===== src/rtl/clock_div_gen_pkg.sv =====
// Shared types and helpers for the programmable clock divider.
// The config check is kept here so every channel judges div/high identically.
package clock_div_pkg;

    typedef enum logic [1:0] {
        IDLE  = 2'd0,
        DELAY = 2'd1,
        RUN   = 2'd2
    } chan_state_t;

    localparam int MIN_DIV = 2;

    // Callers zero-extend their CW-bit fields, so all compares stay unsigned.
    function automatic logic cfg_valid(input logic [31:0] div, input logic [31:0] high);
        return (div >= 32'(MIN_DIV)) && (high != 32'd0) && (high < div);
    endfunction

endpackage


===== src/rtl/clock_div_gen_if.sv =====
// Config/status bundle for clock_div_gen; channel i owns bits [i*CW +: CW].
interface clock_div_gen_if #(
    parameter int NCH = 2,
    parameter int CW  = 16
);
    logic [NCH-1:0]    enable;
    logic [NCH*CW-1:0] div;
    logic [NCH*CW-1:0] high;
    logic [NCH*CW-1:0] phase;
    logic [NCH-1:0]    clk_out;
    logic [NCH-1:0]    rise_tick;
    logic [NCH-1:0]    fall_tick;
    logic [NCH-1:0]    busy;
    logic [NCH-1:0]    cfg_err;

    modport master (
        output enable, div, high, phase,
        input  clk_out, rise_tick, fall_tick, busy, cfg_err
    );

    modport slave (
        input  enable, div, high, phase,
        output clk_out, rise_tick, fall_tick, busy, cfg_err
    );
endinterface


===== src/rtl/clock_div_gen_chan.sv =====
// One divider channel: IDLE/DELAY/RUN FSM with shadow config that is only
// reloaded at period boundaries, so clk_out never produces a runt pulse.
module clock_div_chan
    import clock_div_pkg::*;
#(
    parameter int CW = 16
) (
    input  logic          clk,
    input  logic          rst,
    input  logic          enable,
    input  logic [CW-1:0] div,
    input  logic [CW-1:0] high,
    input  logic [CW-1:0] phase,
    output logic          clk_out,
    output logic          rise_tick,
    output logic          fall_tick,
    output logic          busy,
    output logic          cfg_err
);

    chan_state_t   state, state_n;
    logic [CW-1:0] cnt, cnt_n;
    logic [CW-1:0] dcnt, dcnt_n;
    logic [CW-1:0] sdiv, sdiv_n;
    logic [CW-1:0] shigh, shigh_n;
    logic          err_n, cfg_ok;
    logic          clk_n, rise_n, fall_n, busy_n;

    assign cfg_ok = cfg_valid(32'(div), 32'(high));

    always_ff @(posedge clk) begin
        if (rst) begin
            state     <= IDLE;
            cnt       <= '0;
            dcnt      <= '0;
            sdiv      <= '0;
            shigh     <= '0;
            cfg_err   <= 1'b0;
            clk_out   <= 1'b0;
            rise_tick <= 1'b0;
            fall_tick <= 1'b0;
            busy      <= 1'b0;
        end else begin
            state     <= state_n;
            cnt       <= cnt_n;
            dcnt      <= dcnt_n;
            sdiv      <= sdiv_n;
            shigh     <= shigh_n;
            cfg_err   <= err_n;
            clk_out   <= clk_n;
            rise_tick <= rise_n;
            fall_tick <= fall_n;
            busy      <= busy_n;
        end
    end

    always_comb begin
        state_n = state;
        cnt_n   = cnt;
        dcnt_n  = dcnt;
        sdiv_n  = sdiv;
        shigh_n = shigh;
        err_n   = cfg_err;
        unique case (state)
            IDLE: begin
                cnt_n = '0;
                if (enable) begin
                    if (cfg_ok) begin
                        sdiv_n  = div;
                        shigh_n = high;
                        err_n   = 1'b0;
                        if (phase == '0) begin
                            state_n = RUN;
                        end else begin
                            state_n = DELAY;
                            dcnt_n  = phase - CW'(1);
                        end
                    end else begin
                        err_n = 1'b1;
                    end
                end
            end
            DELAY: begin
                if (!enable) begin
                    state_n = IDLE;
                end else if (dcnt == '0) begin
                    state_n = RUN;
                    cnt_n   = '0;
                end else begin
                    dcnt_n = dcnt - CW'(1);
                end
            end
            RUN: begin
                // enable is only honoured at the boundary so the period always completes
                if (cnt == sdiv - CW'(1)) begin
                    cnt_n = '0;
                    if (!enable) begin
                        state_n = IDLE;
                    end else if (cfg_ok) begin
                        sdiv_n  = div;
                        shigh_n = high;
                        err_n   = 1'b0;
                    end else begin
                        err_n = 1'b1;
                    end
                end else begin
                    cnt_n = cnt + CW'(1);
                end
            end
            default: state_n = IDLE;
        endcase
    end

    // Outputs decode the next state so they line up with the counter value they describe.
    always_comb begin
        clk_n  = (state_n == RUN) && (cnt_n < shigh_n);
        rise_n = (state_n == RUN) && (cnt_n == '0);
        fall_n = (state_n == RUN) && (cnt_n == shigh_n);
        busy_n = (state_n != IDLE);
    end

endmodule


===== src/rtl/clock_div_gen.sv =====
// Multi-channel programmable clock generator: NCH independent divider channels
// sharing the system clock, configured through packed per-channel buses.
module clock_div_gen
    import clock_div_pkg::*;
#(
    parameter int NCH = 2,
    parameter int CW  = 16
) (
    input  logic            clk,
    input  logic            rst,
    clock_div_gen_if.slave  bus
);

    logic [NCH-1:0] clk_out_w;
    logic [NCH-1:0] rise_w;
    logic [NCH-1:0] fall_w;
    logic [NCH-1:0] busy_w;
    logic [NCH-1:0] err_w;

    for (genvar i = 0; i < NCH; i++) begin : g_ch
        clock_div_chan #(.CW(CW)) u_chan (
            .clk       (clk),
            .rst       (rst),
            .enable    (bus.enable[i]),
            .div       (bus.div[i*CW +: CW]),
            .high      (bus.high[i*CW +: CW]),
            .phase     (bus.phase[i*CW +: CW]),
            .clk_out   (clk_out_w[i]),
            .rise_tick (rise_w[i]),
            .fall_tick (fall_w[i]),
            .busy      (busy_w[i]),
            .cfg_err   (err_w[i])
        );
    end

    assign bus.clk_out   = clk_out_w;
    assign bus.rise_tick = rise_w;
    assign bus.fall_tick = fall_w;
    assign bus.busy      = busy_w;
    assign bus.cfg_err   = err_w;

endmodule


===== src/flat_wrapper.sv =====
// flat-port wrapper written by rule: the top's interface ports become plain ports
module clock_div_gen_flat import clock_div_pkg::*;
#(
    parameter int NCH = 2,
    parameter int CW  = 16
)
  (clk, rst, bus_enable, bus_div, bus_high, bus_phase, bus_clk_out, bus_rise_tick, bus_fall_tick, bus_busy, bus_cfg_err);
  clock_div_gen_if #(.NCH(NCH), .CW(CW)) bus_i ();
  input  logic clk;
  input  logic rst;
  input wire logic [$bits(bus_i.enable)-1:0] bus_enable;
  input wire logic [$bits(bus_i.div)-1:0] bus_div;
  input wire logic [$bits(bus_i.high)-1:0] bus_high;
  input wire logic [$bits(bus_i.phase)-1:0] bus_phase;
  output wire logic [$bits(bus_i.clk_out)-1:0] bus_clk_out;
  output wire logic [$bits(bus_i.rise_tick)-1:0] bus_rise_tick;
  output wire logic [$bits(bus_i.fall_tick)-1:0] bus_fall_tick;
  output wire logic [$bits(bus_i.busy)-1:0] bus_busy;
  output wire logic [$bits(bus_i.cfg_err)-1:0] bus_cfg_err;
  assign bus_i.enable = bus_enable;
  assign bus_i.div = bus_div;
  assign bus_i.high = bus_high;
  assign bus_i.phase = bus_phase;
  assign bus_clk_out = bus_i.clk_out;
  assign bus_rise_tick = bus_i.rise_tick;
  assign bus_fall_tick = bus_i.fall_tick;
  assign bus_busy = bus_i.busy;
  assign bus_cfg_err = bus_i.cfg_err;
  clock_div_gen #(.NCH(NCH), .CW(CW)) u_core (.clk(clk), .rst(rst), .bus(bus_i));
endmodule

===== config.mk =====
export PLATFORM = sky130hd
export DESIGN_NAME = clock_div_gen_flat
export DESIGN_NICKNAME = d
export VERILOG_FILES = /design/src/rtl/clock_div_gen_pkg.sv /design/src/rtl/clock_div_gen_if.sv /design/src/rtl/clock_div_gen_chan.sv /design/src/rtl/clock_div_gen.sv /design/src/flat_wrapper.sv
export SDC_FILE = /design/constraint.sdc
export NUM_CORES = 1
export LEC_CHECK = 0
export CAP_MARGIN = 30
export CORE_MARGIN = 2
export CORE_UTILIZATION = 58
export DETAILED_ROUTE_END_ITERATION = 6
export GPL_TIMING_DRIVEN = 0
export HOLD_SLACK_MARGIN = 0.08
export PLACE_DENSITY = 0.82
export RECOVER_POWER = 100
export SYNTH_ARGS = -nofsm -noshare
export SYNTH_HDL_FRONTEND = slang
export SYNTH_SLANG_ARGS = --single-unit

===== constraint.sdc =====
create_clock -name clk -period 6.2 [get_ports clk]
set_input_delay 0.62 -clock clk [delete_from_list [all_inputs] [get_ports clk]]
set_output_delay 0.62 -clock clk [all_outputs]
set_load 0.01 [all_outputs]

After elaboration in Yosys (flattened, before gate mapping)

Index checks and enable logic that the tools add are counted.

Logic and storage cells: 146
Memories kept: 0
Memory bits (read-only): 0
Input port bits: 100
Output and inout port bits: 10
Bits in latches: 0
Bits in registers: 142
Bits in writable memories: 0

Magnitude comparators: 6
Multipliers: 0
Equality and inequality tests: 22
Div/mod/pow operators: 0
Multiplexer cells: 60
Add/subtract/negate cells: 8
Bitwise gates (word level): 0
Shifts and indexed selects: 0
Reduce and logical (&&, ||, !) cells: 30

Operator list:

| kind                                                                    | number |
|---|---|
| 16-bit two-way mux                                                      | 28 |
| 16-bit case mux with 2 select lines                                     | 6 |
| 16-bit logical NOT                                                      | 6 |
| 16-bit case mux with 3 select lines                                     | 2 |
| 16-bit by 1-bit subtractor with 16-bit output (second input constant)   | 6 |
| 16-bit equality test                                                    | 4 |
| 16-bit < comparator                                                     | 4 |
| 16-bit by 1-bit adder with 16-bit output (second input constant)        | 2 |
| 16-bit by 2-bit >= comparator with 1-bit output (second input constant) | 2 |
| 16-bit nonzero test                                                     | 2 |
| 2-bit two-way mux                                                       | 14 |
| 2-bit inequality test (second input constant)                           | 12 |
| 2-bit case mux with 3 select lines                                      | 2 |
| 6-bit AND reduction                                                     | 2 |
| 2-bit nonzero test                                                      | 6 |
| 1-bit logical AND                                                       | 10 |
| 2-bit equality test (second input constant)                             | 4 |
| 1-bit two-way mux                                                       | 6 |
| 2-bit by 1-bit equality test with 1-bit output (second input constant)  | 2 |
| 2-bit logical NOT                                                       | 2 |
| 1-bit case mux with 2 select lines                                      | 2 |
| 2-bit AND reduction                                                     | 2 |

Longest topological paths before layout

Word-level depth: 9
Gate-level depth with buffers: 23
Depth with buffers taken out: 21

Hierarchy

A second synthesis with hierarchy kept.

Cell total of the unflattened synthesis: 1,307
Area total of the unflattened synthesis: 10,157.2 µm²

Modules (own cells, without submodules):

| module                                  | cells each | area an instance (µm²) | times used | sequential area each (µm²) |
|---|---|---|---|---|
| clock_div_chan at u_core.g_ch[1].u_chan | 665        | 5,159.9                | 1          | 1,421.4 |
| clock_div_chan at u_core.g_ch[0].u_chan | 642        | 4,997.3                | 1          | 1,421.4 |

Worst setup path after synthesis

OpenSTA, ideal clock, no wires.

Path type: register to register
From: register u_core.g_ch[1].u_chan.sdiv[3]
To: register u_core.g_ch[1].u_chan.clk_out
Path buffers: 3
Setup time: 0.078 ns
Arrival: 4.419 ns
Path slack: 1.704 ns
Period minus slack after synthesis: 4.496 ns
Data required time: 6.122 ns
Cell stages (with the launch flop): 22
Cells stage by stage: dfxtp_1 > buf_2 > or4_1 > or4_1 > a22oi_1 > o2111ai_1 > nor4b_2 > nand2b_1 > and4_1 > buf_2 > buf_4 > mux2i_1 > ha_1 > nor2b_1 > o21a_1 > o21a_1 > o21a_1 > o21a_1 > o21a_1 > o21ai_0 > a21oi_1 > nor3_1

Word-level cells in the longest chain between the ends: 6
Elaborated cells between the ends (all ways): 11
Those cells by class: 1 x add/sub; 1 x order compare; 2 x eq/ne; 6 x mux; 1 x reduce/logical

RTL lines:

| item                                                        | line                      | RTL |
|---|---|---|
| start, declared                                             | clock_div_gen_chan.sv:24  | `logic [CW-1:0] sdiv, sdiv_n;` |
| start signal, assigned                                      | clock_div_gen_chan.sv:47  | `sdiv <= sdiv_n;` |
| 16-bit by 1-bit subtractor with 16-bit output (*)           | clock_div_gen_chan.sv:95  | `if (cnt == sdiv - CW'(1)) begin` |
| 16-bit equality test (*)                                    | clock_div_gen_chan.sv:95  |  |
| 16-bit two-way mux or 2-bit two-way mux (tied branches)     | clock_div_gen_chan.sv:95  |  |
| 16-bit case mux with 3 select lines (tied with other cells) | clock_div_gen_chan.sv:64  | `unique case (state)` |
| 16-bit < comparator or 2-bit equality test (tied branches)  | clock_div_gen_chan.sv:116 | `clk_n = (state_n == RUN) && (cnt_n < shigh_n);` |
| 1-bit logical AND (*)                                       | clock_div_gen_chan.sv:116 |  |
| end signal, assigned                                        | clock_div_gen_chan.sv:50  | `clk_out <= clk_n;` |
| end, declared                                               | clock_div_gen_chan.sv:14  | `output logic clk_out,` |

Mark *: on every way between the ends. The rest lies on a longest branch, timed or not.
A chain may end at the register's enable or synchronous reset.

Final worst setup path

From: register u_core.g_ch[1].u_chan.sdiv[6]
To: register u_core.g_ch[1].u_chan.clk_out

Same word-level chain as after synthesis.

==> results <==
- Data on the critical path arrives at its endpoint at 5.96 ns.
- Using the TritonRoute via totals, the vias-per-cell ratio works out to 6.26.
- Counting I/O delays and the setup requirement, the final critical path takes 5.64 ns.
- The area growth from synthesis to layout is 19.2%.
- Along the worst path, the maximum fanout reaches 10.
- The worst endpoint required time is 6.52 ns.
- The clock-pin slew on the worst setup and hold paths is 0.06 ns.
- The share of total power dissipated in the clock network is between 30% and 40%.
- The number of placed instances, taps included, is 1,640.
- Of all flip-flops after synthesis, the portion carrying an async set or reset was 0%.
- IR analysis of the VDD net gives a maximum drop of 0.210 mV.
- The synthesized area per cell is around 7.8 µm².
- The total number of yosys warnings is 0.
- Internal power comes to 1.92 mW.
- In the synthesized netlist, the number of instances is 1,307.
- CTS built an H-tree with a depth of 4.
- The root buffer cell is sky130_fd_sc_hd__clkbuf_16.
- The die height is 136 µm.
- The actual slew at the worst max-slew pin is 1.22 ns.
- The cell area that synthesis handed to floorplanning was 10,100 µm².
- In this run the tool buffered the top-level ports with approximately 110 buffer cells.
- The class of the worst hold path is reg2reg.
- Headroom to the max-slew limit came out at between 10% and 20%.
- The flip-flop and latch count after synthesis is approximately 140.
- The horizontal die dimension is approximately 140 µm.
- The worst hold path passes through 2 cells.
- The number of antenna diodes is 0.
- The final clock period utilization by the worst path is 90.9%.
- By startpoint and endpoint, the worst setup path is classified as reg2reg.
- The relative contribution of combinational cells to total power is 24.8%.
- The reg-to-reg setup timing slack is 0.56 ns.
- After clock tree synthesis, the setup repair step added 0 buffers.
- The core region is 17,200 µm².
- The startpoint identified for the worst register-to-register timing path is u_core.g_ch[1].u_chan.sdiv[6]$_SDFFE_PP0P_.
- Hold repair after CTS inserted 0 buffers.
- The CTS sink count is between 100 and 150.
- The number of nets handed over by synthesis was 1,474.
- The flow ran to the end, but the final reports show violations.
- In this run, the number of DRC markers left after iteration 0 of detailed routing was 1,235.
- Setup repair after global routing left no endpoint under its margin.
- No sink is reached through more buffers than the 2 on the longest clock path.
- Pin placement for this block handled 110 I/O pins.
- The commonest register cell after synthesis is sky130_fd_sc_hd__dfxtp_1.
- The start point of the critical path is u_core.g_ch[1].u_chan.sdiv[6]$_SDFFE_PP0P_.
- The leakage power of the design is 4.97 nW.
- Global routing used 32.7% of the available tracks.
- The fraction of final layout cells sized beyond drive strength 1 is 4.63%.
- The number of filler cells placed in the layout is 1,437.
- The clock reaches the later pin of the worst-skew pair after 0.43 ns.
- Net switching is a little under a third of the power.
- STA classifies the critical path startpoint as a flop.
- The final-report max-slew violation count is 0.
- The TritonCTS clock tree is built.
- For this configuration, the core starts out at a cell density of between 50% and 60%.
- In this run the worst setup path terminates at u_core.g_ch[1].u_chan.clk_out$_SDFF_PP0_.
- The worst register-to-register path has a depth of 21.
- For this run, the number of standard cells in the final layout without fillers is 1,672.
- The number of hold-slack violations in the final timing report is 0.
- The global placement routability congestion is roughly 0.97.
- The row count is 48.
- The power after layout is 2.79 mW.
- The post-route DRC violation count is 3.
- The pre-antenna-repair detailed-routing pass consisted of 7 iterations.
- Summed over all failing endpoints, the final setup total negative slack is 0 ns.
- In this run, post-CTS repair resized a total of 0 instances.
- After legalization and detailed placement, the total HPWL measured 23.4 mm.
- The setup skew after layout is 0.0111 ns.
- The net switching power figure is 866 µW.
- The number of nets at the end of the flow is 1,601.
- The launch instance of the worst min-delay path is u_core.g_ch[0].u_chan.dcnt[15]$_SDFFE_PP0P_.
- The endpoint identified for the worst register-to-register timing path is u_core.g_ch[1].u_chan.clk_out$_SDFF_PP0_.
- The worst setup path is captured at a flop.
- The share of total power dissipated in sequential elements is ~37%.
- The number of enable-type register cells in the synthesized netlist is 0.
- The checks that failed: design-rule violations.
- The post-layout worst setup margin is 0.561 ns.
- Hold timing on the final database bottoms out at a slack of 0.462 ns.
- Counting distinct cell types in the post-synthesis netlist gives 75.
- The number of global-route vias before repair is 9,522.
- Timing analysis after detailed placement gives a worst setup slack of roughly 0.7 ns.
- Power spread over the standard cell area amounts to 231 nW/µm².
- In this run the remaining antenna-violating nets after routing total 0.
- The fraction of the yosys area taken by sequential cells is 28.0%.
- The highest achievable clock rate is 177 MHz.
- The largest net degree at the start of global routing is 17.
- In the final routed layout, each cell accounts on average for 18.4 µm.
- Setup violations remaining at the end of the flow were counted as 0.
- The number of clock buffers inserted by TritonCTS is 17.
- The initial antenna violation count was 0.
- The routed layout has roughly 10,000 vias.
- The total wirelength of the detailed-routed design is 30.8 mm.
- Global routing finished with a remaining overflow of 0.
- The wire length of the first global-routing pass is 48.1 mm.
- The die covers about 19,000 µm².
- The count of max-cap constraint violations is 0.
[cells in the mapped netlist, types with 3 or more instances]
cell                        number  area, µm²
sky130_fd_sc_hd__o21ai_0        70        350
sky130_fd_sc_hd__a41oi_1         3       26.3
sky130_fd_sc_hd__mux2i_1        65        651
sky130_fd_sc_hd__buf_2           8       40.0
sky130_fd_sc_hd__xnor2_1        31        272
sky130_fd_sc_hd__and2_1         11       68.8
sky130_fd_sc_hd__xor2_1         22        193
sky130_fd_sc_hd__nand3b_1       14        105
sky130_fd_sc_hd__a21o_1         16        120
sky130_fd_sc_hd__or3_1          11       68.8
sky130_fd_sc_hd__nand2_1       102        383
sky130_fd_sc_hd__nor2b_1        35        219
sky130_fd_sc_hd__and3_1         14       87.6
sky130_fd_sc_hd__nand3_1        34        170
sky130_fd_sc_hd__buf_4          15        113
sky130_fd_sc_hd__nor2_1        155        582
sky130_fd_sc_hd__a22o_1          5       43.8
sky130_fd_sc_hd__inv_1          55        206
sky130_fd_sc_hd__o211ai_1       11       82.6
sky130_fd_sc_hd__o2111ai_1      17        149
sky130_fd_sc_hd__or4_1          14        105
sky130_fd_sc_hd__ha_1           67        838
sky130_fd_sc_hd__o22ai_1         4       25.0
sky130_fd_sc_hd__mux2_2          3       33.8
sky130_fd_sc_hd__o21a_1         11       82.6
sky130_fd_sc_hd__a211o_1         3       26.3
sky130_fd_sc_hd__clkbuf_1       55        206
sky130_fd_sc_hd__nor4_1         34        213
sky130_fd_sc_hd__and4_1          5       43.8
sky130_fd_sc_hd__a31oi_1        20        125
sky130_fd_sc_hd__nor3b_1         6       45.0
sky130_fd_sc_hd__nand4_1        23        144
sky130_fd_sc_hd__a211oi_1       14        105
sky130_fd_sc_hd__nand4b_1        4       35.0
sky130_fd_sc_hd__dfxtp_1       142       2840
sky130_fd_sc_hd__or2_2          10       62.6
sky130_fd_sc_hd__a21oi_1        77        385
sky130_fd_sc_hd__nor3_1         49        245
sky130_fd_sc_hd__nand2b_1       14       87.6
sky130_fd_sc_hd__o31ai_1         9       67.6
sky130_fd_sc_hd__a32oi_1         7       61.3
[area by class of cell]
| cell class | instances | area (µm²) | area share (%) |
|---|---|---|---|
| buffer | 81 | 367 | 3.03 |
| clock buffer | 21 | 460 | 3.81 |
| clock inverter | 11 | 156 | 1.29 |
| inverter | 55 | 206 | 1.71 |
| multi-input combinational | 1029 | 6690 | 55.4 |
| sequential | 142 | 2840 | 23.5 |
| tap | 225 | 282 | 2.33 |
| timing repair buffer | 108 | 1080 | 8.94 |
[cell usage in the layout, fill, tap and decap left out, types with 18 or more instances in the layout]
master and n:
sky130_fd_sc_hd__a21oi_1 77, sky130_fd_sc_hd__a31oi_1 20, sky130_fd_sc_hd__clkbuf_1 66, sky130_fd_sc_hd__clkdlybuf4s50_1 95
sky130_fd_sc_hd__dfxtp_1 142, sky130_fd_sc_hd__ha_1 67, sky130_fd_sc_hd__inv_1 55, sky130_fd_sc_hd__mux2i_1 66
sky130_fd_sc_hd__nand2_1 102, sky130_fd_sc_hd__nand3_1 34, sky130_fd_sc_hd__nand4_1 23, sky130_fd_sc_hd__nor2_1 156
sky130_fd_sc_hd__nor2b_1 35, sky130_fd_sc_hd__nor3_1 49, sky130_fd_sc_hd__nor4_1 34, sky130_fd_sc_hd__o2111ai_1 18
sky130_fd_sc_hd__o21ai_0 72, sky130_fd_sc_hd__xnor2_1 31, sky130_fd_sc_hd__xor2_1 22
[through the flow]
step	util [%]	cell area, µm²
after CTS	70.6	12100
after global placement	67.0	11500
after detailed placement	67.0	11500
after global routing	70.4	12100
final	70.4	12100
after floorplan	-	10100
[state kept, by name (all words and copies together), names as in the netlist]
name / flops
u_core.g_ch.u_chan.cnt: 32
u_core.g_ch.u_chan.dcnt: 32
u_core.g_ch.u_chan.sdiv: 32
u_core.g_ch.u_chan.shigh: 32
u_core.g_ch.u_chan.state: 4
u_core.g_ch.u_chan.busy: 2
u_core.g_ch.u_chan.cfg_err: 2
u_core.g_ch.u_chan.clk_out: 2
u_core.g_ch.u_chan.fall_tick: 2
u_core.g_ch.u_chan.rise_tick: 2
[how the worst min path moves through the flow]
stage	slack, ns	to
2_1_floorplan	0.43	u_core.g_ch[0].u_chan.dcnt[15]$_SDFFE_PP0P_
3_3_place_gp	0.45	u_core.g_ch[0].u_chan.dcnt[15]$_SDFFE_PP0P_
3_5_place_dp	0.45	u_core.g_ch[0].u_chan.dcnt[15]$_SDFFE_PP0P_
4_1_cts	0.46	u_core.g_ch[0].u_chan.dcnt[15]$_SDFFE_PP0P_
5_1_grt	0.50	u_core.g_ch[0].u_chan.dcnt[15]$_SDFFE_PP0P_
6_report	0.46	u_core.g_ch[0].u_chan.dcnt[15]$_SDFFE_PP0P_
[worst max-delay path: stages, from the launching register on]
cell and delay [ns]:
sky130_fd_sc_hd__dfxtp_1 0.30, sky130_fd_sc_hd__clkbuf_1 0.18, sky130_fd_sc_hd__nor4_1 0.64, sky130_fd_sc_hd__nand3_1 0.30
sky130_fd_sc_hd__nor4_1 0.38, sky130_fd_sc_hd__o2111ai_1 0.16, sky130_fd_sc_hd__nor4b_2 0.53, sky130_fd_sc_hd__nand2b_1 0.21
sky130_fd_sc_hd__and4_1 0.20, sky130_fd_sc_hd__clkbuf_1 0.34, sky130_fd_sc_hd__buf_4 0.31, sky130_fd_sc_hd__mux2i_1 0.26
sky130_fd_sc_hd__ha_1 0.27, sky130_fd_sc_hd__nor2b_1 0.14, sky130_fd_sc_hd__o21a_1 0.16, sky130_fd_sc_hd__o21a_1 0.16
sky130_fd_sc_hd__o21a_1 0.16, sky130_fd_sc_hd__o21a_1 0.16, sky130_fd_sc_hd__o21a_1 0.16, sky130_fd_sc_hd__o21ai_0 0.17
sky130_fd_sc_hd__a21oi_1 0.09, sky130_fd_sc_hd__nor3_1 0.25
[power groups by stage]
stage	Clock, mW	Sequential [mW]	Combinational [mW]
5_1_grt	1.12	1.03	0.754
2_1_floorplan	0	1.02	0.460
4_1_cts	1.08	1.02	0.685
3_3_place_gp	0	1.04	0.661
3_5_place_dp	0	1.04	0.678
6_report	1.08	1.02	0.691
[kinds of logic (layout without fill, tap and decap cells)]
family                   count (synthesis)  in the layout  share of synthesized area [%]
AO/OA/AOI/OAI                          294            294                           18.8
buffers and inverters                  136            276                           5.83
XOR/XNOR                                54             54                           4.80
multiplexers                            69             69                           6.88
AND/OR/NAND/NOR                        544            544                           27.3
flip-flops                             142            142                           28.0
adder cells (fa/ha/maj)                 68             68                           8.36
[per-layer routing]
layer / up-vias / part of all wire [%] / GRT usage [%]
li1: 4998 / - / -
met1: 4896 / 44 / 43.8
met2: 484 / 45 / 52.6
met3: 88 / 7.9 / 5.67
met4: 0 / 3.3 / 12.7
met5: - / 0 / 0
No activity file was read; power rests on OpenSTA's default activity.
